===== src/rtl/fifo_pkg.sv =====
// -----------------------------------------------------------------------------
// fifo_pkg
// Shared definitions for the async FIFO read-side consumer.
//   occ_state_e    : skid buffer occupancy encoding (EMPTY/ONE/TWO)
//   SKID_DEPTH     : entries in the skid buffer
//   beat_cnt_width : width of the burst beat counters (clog2, minimum 1)
// -----------------------------------------------------------------------------
package fifo_pkg;

  typedef enum logic [1:0] {
    EMPTY = 2'd0,
    ONE   = 2'd1,
    TWO   = 2'd2
  } occ_state_e;

  localparam int SKID_DEPTH = 2;

  function automatic int beat_cnt_width(input int burst_len);
    return (burst_len <= 2) ? 1 : $clog2(burst_len);
  endfunction

endpackage


===== src/rtl/fifo_skid_buf.sv =====
// -----------------------------------------------------------------------------
// fifo_skid_buf
// Two-entry circular buffer of {last,data} words that absorbs the one-cycle
// read latency of the FIFO RAM.
// Ports:
//   clk, rst_n  : clock, asynchronous active-low reset
//   push        : write push_word at the tail (caller guarantees room)
//   push_word   : {last, data} to store
//   pop         : retire the head entry (caller guarantees occ != EMPTY)
//   clear       : synchronous discard of all entries, wins over push/pop
//   head_word   : {last, data} at the head
//   occ         : occupancy state, also the observable FSM state
// -----------------------------------------------------------------------------
module fifo_skid_buf
  import fifo_pkg::*;
#(
  parameter int WORD_WIDTH = 5
) (
  input  logic                  clk,
  input  logic                  rst_n,
  input  logic                  push,
  input  logic [WORD_WIDTH-1:0] push_word,
  input  logic                  pop,
  input  logic                  clear,
  output logic [WORD_WIDTH-1:0] head_word,
  output occ_state_e            occ
);

  logic [WORD_WIDTH-1:0] mem [SKID_DEPTH];
  logic                  head_ptr;
  logic                  tail_ptr;

  always_ff @(posedge clk or negedge rst_n) begin
    if (!rst_n) begin
      for (int i = 0; i < SKID_DEPTH; i++) mem[i] <= '0;
      head_ptr <= 1'b0;
      tail_ptr <= 1'b0;
      occ      <= EMPTY;
    end else if (clear) begin
      head_ptr <= 1'b0;
      tail_ptr <= 1'b0;
      occ      <= EMPTY;
    end else begin
      if (push) begin
        mem[tail_ptr] <= push_word;
        tail_ptr      <= ~tail_ptr;
      end
      if (pop) head_ptr <= ~head_ptr;
      // Simultaneous push and pop leaves the occupancy unchanged.
      unique case ({push, pop})
        2'b10:   occ <= (occ == EMPTY) ? ONE : TWO;
        2'b01:   occ <= (occ == TWO) ? ONE : EMPTY;
        default: occ <= occ;
      endcase
    end
  end

  assign head_word = mem[head_ptr];

endmodule


===== src/rtl/fifo_rd_stream.sv =====
// -----------------------------------------------------------------------------
// fifo_rd_stream
// Read-domain consumer for the async FIFO. Pops the FIFO read port, whose data
// returns one cycle after the pop, buffers words in a 2-entry skid buffer and
// presents them as a burst-framed valid/ready stream.
//
// Handshake: a word transfers on every rd_clk edge where out_valid and
// out_ready are both 1; out_valid never drops and out_data/out_last never
// change while out_valid=1 and out_ready=0 (except on flush or reset).
//
// Ports:
//   rd_clk, rd_rst_n : clock, asynchronous active-low reset
//   fifo_rd_en       : pop request (combinational, depends on out_ready)
//   fifo_rd_data     : FIFO data, valid the cycle after fifo_rd_en
//   fifo_empty       : FIFO empty flag
//   flush            : synchronous discard of buffered and in-flight words
//   out_valid/out_ready/out_data/out_last : downstream stream
//   busy             : buffer non-empty or a pop is in flight
//   dbg_occ          : occupancy FSM state
//   word_cnt, burst_cnt : delivered words / bursts, only when the macro
//                      FIFO_RD_STREAM_STAT_EN is defined
// -----------------------------------------------------------------------------
module fifo_rd_stream
  import fifo_pkg::*;
#(
  parameter int DATA_WIDTH = 4,
  parameter int BURST_LEN  = 4,
  parameter int CNT_WIDTH  = 16
) (
  input  logic                  rd_clk,
  input  logic                  rd_rst_n,
  output logic                  fifo_rd_en,
  input  logic [DATA_WIDTH-1:0] fifo_rd_data,
  input  logic                  fifo_empty,
  input  logic                  flush,
  output logic                  out_valid,
  input  logic                  out_ready,
  output logic [DATA_WIDTH-1:0] out_data,
  output logic                  out_last,
  output logic                  busy,
  output logic [1:0]            dbg_occ
`ifdef FIFO_RD_STREAM_STAT_EN
  ,
  output logic [CNT_WIDTH-1:0]  word_cnt,
  output logic [CNT_WIDTH-1:0]  burst_cnt
`endif
);

  localparam int BW = beat_cnt_width(BURST_LEN);
  localparam logic [BW-1:0] LAST_BEAT = BW'(BURST_LEN - 1);

  occ_state_e          occ;
  logic                started;
  logic                inflight;
  logic                pop;
  logic                capture;
  logic                cap_last;
  logic [2:0]          level;
  logic [BW-1:0]       beat_cnt;
  logic [BW-1:0]       cap_cnt;
  logic [DATA_WIDTH:0] head_word;

  assign pop     = out_valid & out_ready;
  assign capture = inflight & ~flush;

  // Entries committed after this cycle: stored plus in flight minus leaving.
  assign level = {1'b0, occ} + {2'b00, inflight} - {2'b00, pop};

  // started keeps the pop request low while reset is asserted.
  assign fifo_rd_en = started & ~fifo_empty & ~flush & (level < 3'd2);

  // The last flag is fixed when the word enters the buffer so the head
  // entry carries its own framing regardless of downstream stalls.
  assign cap_last = (cap_cnt == LAST_BEAT);

  always_ff @(posedge rd_clk or negedge rd_rst_n) begin
    if (!rd_rst_n) begin
      started  <= 1'b0;
      inflight <= 1'b0;
      cap_cnt  <= '0;
      beat_cnt <= '0;
    end else begin
      started  <= 1'b1;
      inflight <= fifo_rd_en;
      if (flush) begin
        cap_cnt  <= '0;
        beat_cnt <= '0;
      end else begin
        if (capture) cap_cnt <= cap_last ? '0 : cap_cnt + 1'b1;
        if (pop)     beat_cnt <= (beat_cnt == LAST_BEAT) ? '0 : beat_cnt + 1'b1;
      end
    end
  end

  fifo_skid_buf #(
    .WORD_WIDTH(DATA_WIDTH + 1)
  ) u_skid (
    .clk       (rd_clk),
    .rst_n     (rd_rst_n),
    .push      (capture),
    .push_word ({cap_last, fifo_rd_data}),
    .pop       (pop),
    .clear     (flush),
    .head_word (head_word),
    .occ       (occ)
  );

  assign out_valid = (occ != EMPTY);
  assign out_last  = head_word[DATA_WIDTH];
  assign out_data  = head_word[DATA_WIDTH-1:0];
  assign busy      = (occ != EMPTY) | inflight;
  assign dbg_occ   = occ;

`ifdef FIFO_RD_STREAM_STAT_EN
  // Statistics survive flush; only reset clears them.
  always_ff @(posedge rd_clk or negedge rd_rst_n) begin
    if (!rd_rst_n) begin
      word_cnt  <= '0;
      burst_cnt <= '0;
    end else if (pop) begin
      word_cnt <= word_cnt + 1'b1;
      if (out_last) burst_cnt <= burst_cnt + 1'b1;
    end
  end
`endif

  a_params: assert property (@(posedge rd_clk)
    (BURST_LEN >= 1) && (BURST_LEN <= 256) && (CNT_WIDTH >= 1));

  a_no_overflow: assert property (@(posedge rd_clk) disable iff (!rd_rst_n)
    !(capture && !pop && (occ == TWO)));

  a_occ_bound: assert property (@(posedge rd_clk) disable iff (!rd_rst_n)
    (({1'b0, occ} + {2'b00, inflight}) <= 3'd2));

  // Delivery-side beat count must agree with the capture-side last flag.
  a_last_align: assert property (@(posedge rd_clk) disable iff (!rd_rst_n)
    out_valid |-> (out_last == (beat_cnt == LAST_BEAT)));

endmodule


===== config.mk =====
export PLATFORM = sky130hd
export DESIGN_NAME = fifo_rd_stream
export DESIGN_NICKNAME = d
export VERILOG_FILES = /design/src/rtl/fifo_pkg.sv /design/src/rtl/fifo_skid_buf.sv /design/src/rtl/fifo_rd_stream.sv
export SDC_FILE = /design/constraint.sdc
export NUM_CORES = 1
export LEC_CHECK = 0
export BUFFER_PORTS_ARGS = -buffer_cell sky130_fd_sc_hd__buf_2
export CORE_MARGIN = 2
export CORE_UTILIZATION = 35
export CTS_CLUSTER_DIAMETER = 40
export DETAILED_ROUTE_END_ITERATION = 8
export GPL_TIMING_DRIVEN = 0
export PLACE_DENSITY_LB_ADDON = 0.2
export SYNTH_ARGS = -nofsm -noshare
export SYNTH_HDL_FRONTEND = slang
export SYNTH_HIERARCHICAL = 1
export SYNTH_SLANG_ARGS = --single-unit

===== constraint.sdc =====
create_clock -name rd_clk -period 4 [get_ports rd_clk]
set_input_delay 0.4 -clock rd_clk [delete_from_list [all_inputs] [get_ports rd_clk]]
set_output_delay 0.4 -clock rd_clk [all_outputs]
set_load 0.02 [all_outputs]

==> results of run 1 <==
==> path summary, 6_finish.rpt <==
check                                 from         endpoint  cells after the start
hold reg to reg              u_skid/mem[0]    u_skid/mem[0]                      1
setup reg to reg             u_skid/occ[1]         inflight                      7
hold / removal                    rd_rst_n  u_skid/tail_ptr                      1
min in group rd_clk        fifo_rd_data[3]    u_skid/mem[3]                      2
setup / recovery             u_skid/occ[1]       fifo_rd_en                      8
max in group asynchronous         rd_rst_n       cap_cnt[0]                      1
==> kinds of logic (layout without fill, tap and decap cells) <==
| logic type | count (synthesis) | in the layout |
|---|---|---|
| muxes | 16 | 16 |
| and+or+nand+nor | 17 | 17 |
| AOI/OAI and AO/OA | 5 | 5 |
| xor gates and xnor gates | 4 | 4 |
| other | 1 | 1 |
| adders and majority gates | 3 | 3 |
| buffers and inverters | 3 | 25 |
| DFF | 18 | 18 |
==> cell usage in the layout, fill, tap and decap left out, types with 2 or more instances in the layout <==
cell type,Yosys,routed
mux2_2,15,15
nor2_1,8,8
xnor2_1,3,3
dfrtp_1,18,18
buf_2,0,18
ha_1,2,2
a21oi_1,2,2
clkbuf_4,0,3
a211oi_1,2,2
==> through the flow <==
step,hold slack [ns],setup WS [ns],total power (µW),std cells,utilization
finish,0.0160,0.998,406,119,0.427
global route,0.0354,0.833,433,119,0.427
CTS,0.0277,0.964,413,119,0.427
detailed placement,0.360,1.31,299,115,0.412
global placement,0.355,1.33,296,115,0.412
floorplan,0.104,1.19,269,67,-
==> worst max-delay path, delay by kind of cell, from the launching register on <==
family	cells	cell delay, ns
flops	1	0.50
simple gates	5	0.86
buf+inv	1	0.18
fa+ha+maj	2	0.77
==> synthesized netlist by cell type <==
master	number
dfrtp_1	18
mux2_2	15
nor2_1	8
xnor2_1	3
a211oi_1	2
a21oi_1	2
ha_1	2
a2bb2oi_1	1
and2_1	1
and2b_2	1
buf_6	1
clkbuf_1	1
conb_1	1
fa_1	1
inv_1	1
mux2i_1	1
nand2b_1	1
nand3b_1	1
nand4bb_1	1
nor3b_1	1
nor3b_4	1
or2_1	1
or3_1	1
xor2_1	1
==> routing by layer <==
| metal | routed length, µm | vias to the layer above |
|---|---|---|
| li1 | - | 274 |
| met1 | 669 | 292 |
| met2 | 718 | 14 |
| met3 | 66 | 4 |
| met4 | 34 | 0 |
| met5 | 0 | - |
==> area by class of cell <==
type                    instances  area, µm²  share of cell area
clock buffers                   4       36.3              0.0349
plain buffers                   2       15.0              0.0145
inverters                       1       3.75             0.00361
well taps                      30       37.5              0.0361
flip-flops and latches         18        450               0.434
multi-input cells              46        405               0.390
repair buffers                 18       90.1              0.0867
==> report_power, final <==
group / internal (µW) / switching (µW) / total (µW) / leakage, µW
Clock: 55.5 / 57.4 / 113 / 0.0000210
Sequential: 199 / 9.79 / 208 / 0.000240
Combinational: 40.7 / 43.9 / 84.5 / 0.000255
Total: 295 / 111 / 406 / 0.000516
==> registers in the layout, summed over array words and instances, names as in the netlist <==
register / count
u_skid/occ: 2
u_skid/tail_ptr: 1
u_skid/head_ptr: 1
started: 1
cap_cnt: 2
u_skid/mem: 10
inflight: 1
==> flow_metrics.py, run 1 <==
metrics = {
    "outcome": {
        "status": "completed",
    },
    "cts": {
        "clk_transition_reported_paths_ns": 0.11,
        "clock-sinks": 18,
        "cts_tree": "built",
        "cts_made_buffers": 3,
        "clock_path_buffers": 2,
        "clk_latency_ns": 0.29,
        "cts_htree_levels": 1,
        "cts_root_buffer": "clkbuf_4",
        "ctsResizeCount": 0,
        "cts_hold_buf": 0,
        "postCtsSetupBuffers": 0,
    },
    "synth": {
        "syn_area_um2": 875,
        "synthMuxAreaShare": 0.205,
        "synth_largest_area_cell": "dfrtp_1",
        "synth_top_cell_area_share": 0.515,
        "ys_seq_area_frac": 0.515,
        "synth-xor-area-share": 0.0401,
        "ys_seq_elements": 18,
        "synthAdderAreaFrac": 0.0515,
        "avgSynthCellArea_um2": 13.1,
        "synthCells": 67,
        "synth-simple-area-share": 0.124,
        "synth_area_leaders": "dfrtp_1 (52%), mux2_2 (19%), nor2_1 (3.4%)",
        "synth_compound_area_frac": 0.0386,
        "syn-num-nets": 79,
        "synth_warnings": 6,
        "ys_types": 24,
        "synth_top_family_by_area": "multiplexers",
    },
    "worst_setup_path": {
        "arrival_ns": 2.60,
        "start_kind": "register",
        "cp_slowest_cell": "dfrtp_1",
        "r2r_setup_slack_ns": 1.80,
        "crit_path_cell_trace": "or2_1, and2_1, ha_1, nand2b_1, fa_1, nand4bb_1, nor2_1, buf_2",
        "worstPathMaxFanout": 9,
        "slowest_delay_ns": 0.50,
        "path_class": "register to output port",
        "end_kind": "output port",
        "cp.required_ns": 3.60,
    },
    "sta": {
        "fin_crit_ns": 3.00,
        "rsz0062_at_grt": "false",
        "setup_viol": 0,
        "hold_viol_final": 0,
        "post-route-period-util": 0.751,
        "fin_skew_ns": 0.00397,
        "fmaxAchievable_ghz": 0.333,
        "setup_tns_ns": 0,
        "slew_violations": 0,
    },
    "hold_path": {
        "hold_class": "input pin to asynchronous set/reset pin",
    },
    "placement": {
        "port_buffers": 18,
        "gp_congestion": 0.672,
        "place_area_um2": 1000,
        "place_hpwl_um": 1030,
    },
    "finish": {
        "final_nets": 102,
        "syn2layout_area_growth_pct": 18.7,
        "fin_area_um2": 1040,
        "fillers": 255,
        "drive_gt1_frac": 0.449,
        "n_antenna_cell": 0,
    },
    "route": {
        "vias_per_cell": 4.91,
        "num_vias": 584,
        "first_pass_iters": 4,
        "ant_nets": 0,
        "drtIter0Drc": 4,
        "drc": 0,
        "wirelength_um": 1490,
        "routed_wire_length_per_instance_um": 12.5,
    },
    "global_route": {
        "grt_pass1_vias": 530,
        "antenna_found_initial": 0,
        "grt_util_met2": 0.181,
        "use_met3": 0.0333,
        "grt_max_degree": 19,
        "track_usage": 0.118,
        "grt_pass1_wl_um": 2380,
        "grtUsageMet1": 0.145,
        "grt_overflow_total": 0,
        "grt.busiest_layer": "met2",
    },
    "floorplanning": {
        "die_w_um": 54.0,
        "core_area_um2": 2430,
        "die_area_um2": 2910,
        "ios": 19,
        "die_y_um": 54.0,
        "rows": 18,
        "start_util": 0.360,
    },
    "pwr": {
        "power_leakage_uw": 0.000516,
        "ir_worst_vdd_uv": 166,
        "power_density_nw_per_um2": 391,
    },
    "flow_run": {
        "drv_cap": 0,
    },
}
Power figures use the tool's default switching activity.
==> run 2, diff against run 1 <==
Clock period 4 ns to 2.6 ns, I/O delays scaled along.
==> run 2 against run 1 <==
Utilization up 3.2 points. Critical path depth unchanged. Sequential share of layout area down 2.8 points. Highest routed layer unchanged.
==> flow_metrics.py, run 2 (synthesized netlist as in run 1, its figures left out) <==
metrics = {
    "route": {
        "ant_nets": 0,
        "routed_wire_length_per_instance_um": 13.0,
        "first_pass_iters": 1,
        "vias_per_cell": 4.61,
        "wl_met3_um": 39,
        "drc": 0,
        "wl_met2_um": 781,
        "wirelength_met1_um": 760,
        "num_vias": 572,
        "drtIter0Drc": 0,
        "wirelength_um": 1610,
        "routed.top_layer": "met4",
    },
    "worst_setup_path": {
        "slowest_delay_ns": 0.50,
        "crit_path_cell_trace": "or2_1, and2_4, ha_4, nand2b_4, fa_1, nand4bb_1, nor2_4, buf_6",
        "r2r-end": "inflight",
        "cp.required_ns": 2.34,
        "end_kind": "output port",
        "arrival_ns": 2.33,
        "path_class": "register to output port",
        "critical_path_depth": 8,
        "critPathBufInv": 1,
        "rr_startpoint": "u_skid/occ[1]",
        "start_kind": "register",
        "cpLargestDelayFamily": "simple AND/OR/NAND/NOR gates",
        "r2r_cells": 8,
        "cp_slowest_cell": "fa_1",
        "r2r_setup_slack_ns": 0.52,
        "worstPathMaxFanout": 2,
    },
    "global_route": {
        "grt_pass1_vias": 564,
        "track_usage": 0.132,
        "grt_max_degree": 19,
        "grt_pass1_wl_um": 2640,
        "grt_overflow_total": 0,
        "antenna_found_initial": 0,
    },
    "sta": {
        "fmaxAchievable_ghz": 0.386,
        "fin_skew_ns": 0.00454,
        "hold_viol_final": 0,
        "rsz0062_at_grt": "true",
        "fin_crit_ns": 2.59,
        "slew_violations": 0,
        "setup_viol": 0,
        "setup_tns_ns": 0,
        "post-route-period-util": 0.997,
    },
    "placement": {
        "port_buffers": 18,
        "place_hpwl_um": 1070,
        "gp_congestion": 0.658,
        "dpl.cell_count": 115,
    },
    "finish": {
        "syn2layout_area_growth_pct": 27.8,
        "fillers": 239,
        "final_util": 0.459,
        "final_common_cell": "buf_2",
        "layout_common_cells": "buf_2 (17), dfrtp_1 (16), mux2_2 (15)",
        "top_register": "u_skid/mem",
        "drive_gt1_frac": 0.532,
        "n_antenna_cell": 0,
        "final_nets": 107,
        "largest_register_ffs": 10,
        "reg_top3": "u_skid/mem x10, cap_cnt x2, u_skid/occ x2",
        "final_cells": 124,
    },
    "outcome": {
        "status": "completed",
    },
    "floorplanning": {
        "die_y_um": 54.0,
        "die_area_um2": 2910,
        "die_w_um": 54.0,
        "rows": 18,
        "start_util": 0.360,
        "core_area_um2": 2430,
        "ios": 19,
    },
    "cts": {
        "clock-sinks": 18,
        "clock_path_buffers": 2,
        "clk_transition_reported_paths_ns": 0.10,
        "cts_tree": "built",
        "cts_made_buffers": 3,
        "clk_latency_ns": 0.29,
        "cts_htree_levels": 1,
        "cts_root_buffer": "clkbuf_4",
    },
    "hold_path": {
        "whs_endpoint": "u_skid/mem[1]",
        "hp-start": "fifo_rd_data[1]",
        "hold_depth": 2,
        "hold_class": "input pin to register",
    },
    "pwr": {
        "ir_worst_vdd_uv": 257,
        "power_density_nw_per_um2": 566,
        "power_leakage_uw": 0.000551,
    },
    "flow_run": {
        "drv_cap": 0,
    },
}
-- run 2: cell count changes in the layout (fill, tap and decap cells not counted), sizes merged --
cell	previous run	this run
buf	19	23
dlygate4sd3	0	1
-- run 2: timing repair --
item | 4_1_cts | 5_1_grt
hold buffers | 1 | 0
gates resized for setup | 8 | 0
pin swaps | 4 | 0
buffers inserted | 4 | 0
endpoints found under the hold margin | 18 | 0
setup endpoints to repair | 1 | 1
-- run 2: final cells by class --
| cell class | instances | area, µm² | area share |
|---|---|---|---|
| Clock buffer | 4 | 36.3 | 0.0325 |
| Buffer | 2 | 15.0 | 0.0134 |
| Multi-Input combinational cell | 46 | 435 | 0.390 |
| Sequential cell | 18 | 453 | 0.405 |
| Timing Repair Buffer | 23 | 136 | 0.122 |
| Tap cell | 30 | 37.5 | 0.0336 |
| Inverter | 1 | 3.75 | 0.00336 |
-- run 2: metal layers --
layer,up-vias,GRT usage
li1,284,-
met1,276,0.163
met2,10,0.213
met3,2,0.0167
met4,0,0.0875
met5,-,0
-- run 2: worst max path at each step --
stage             startpoint          to  slack [ns]
6_report       u_skid/occ[1]  fifo_rd_en       0.007
5_1_grt        u_skid/occ[1]  fifo_rd_en       -0.08
4_1_cts        u_skid/occ[1]  fifo_rd_en      -0.008
3_5_place_dp   u_skid/occ[0]  fifo_rd_en       0.003
3_3_place_gp   u_skid/occ[1]  fifo_rd_en        0.05
2_1_floorplan  u_skid/occ[1]  fifo_rd_en        0.01
-- run 2: stage by stage --
| stage | setup WS (ns) | hold WS (ns) | instance area [µm²] | power, µW |
|---|---|---|---|---|
| after floorplan | 0.0109 | -0.0356 | 882 | 415 |
| after global placement | 0.0530 | 0.219 | 1010 | 457 |
| after detailed placement | 0.00349 | 0.217 | 1010 | 460 |
| after CTS | -0.00817 | 0.203 | 1120 | 643 |
| after global routing | -0.0810 | 0.193 | 1120 | 675 |
| final | 0.00686 | 0.211 | 1120 | 633 |
-- run 2: where the power goes --
part / internal [µW] / switching (µW)
logic: 70.5 / 73.8
clock network: 85.2 / 84.6
registers: 306 / 12.6
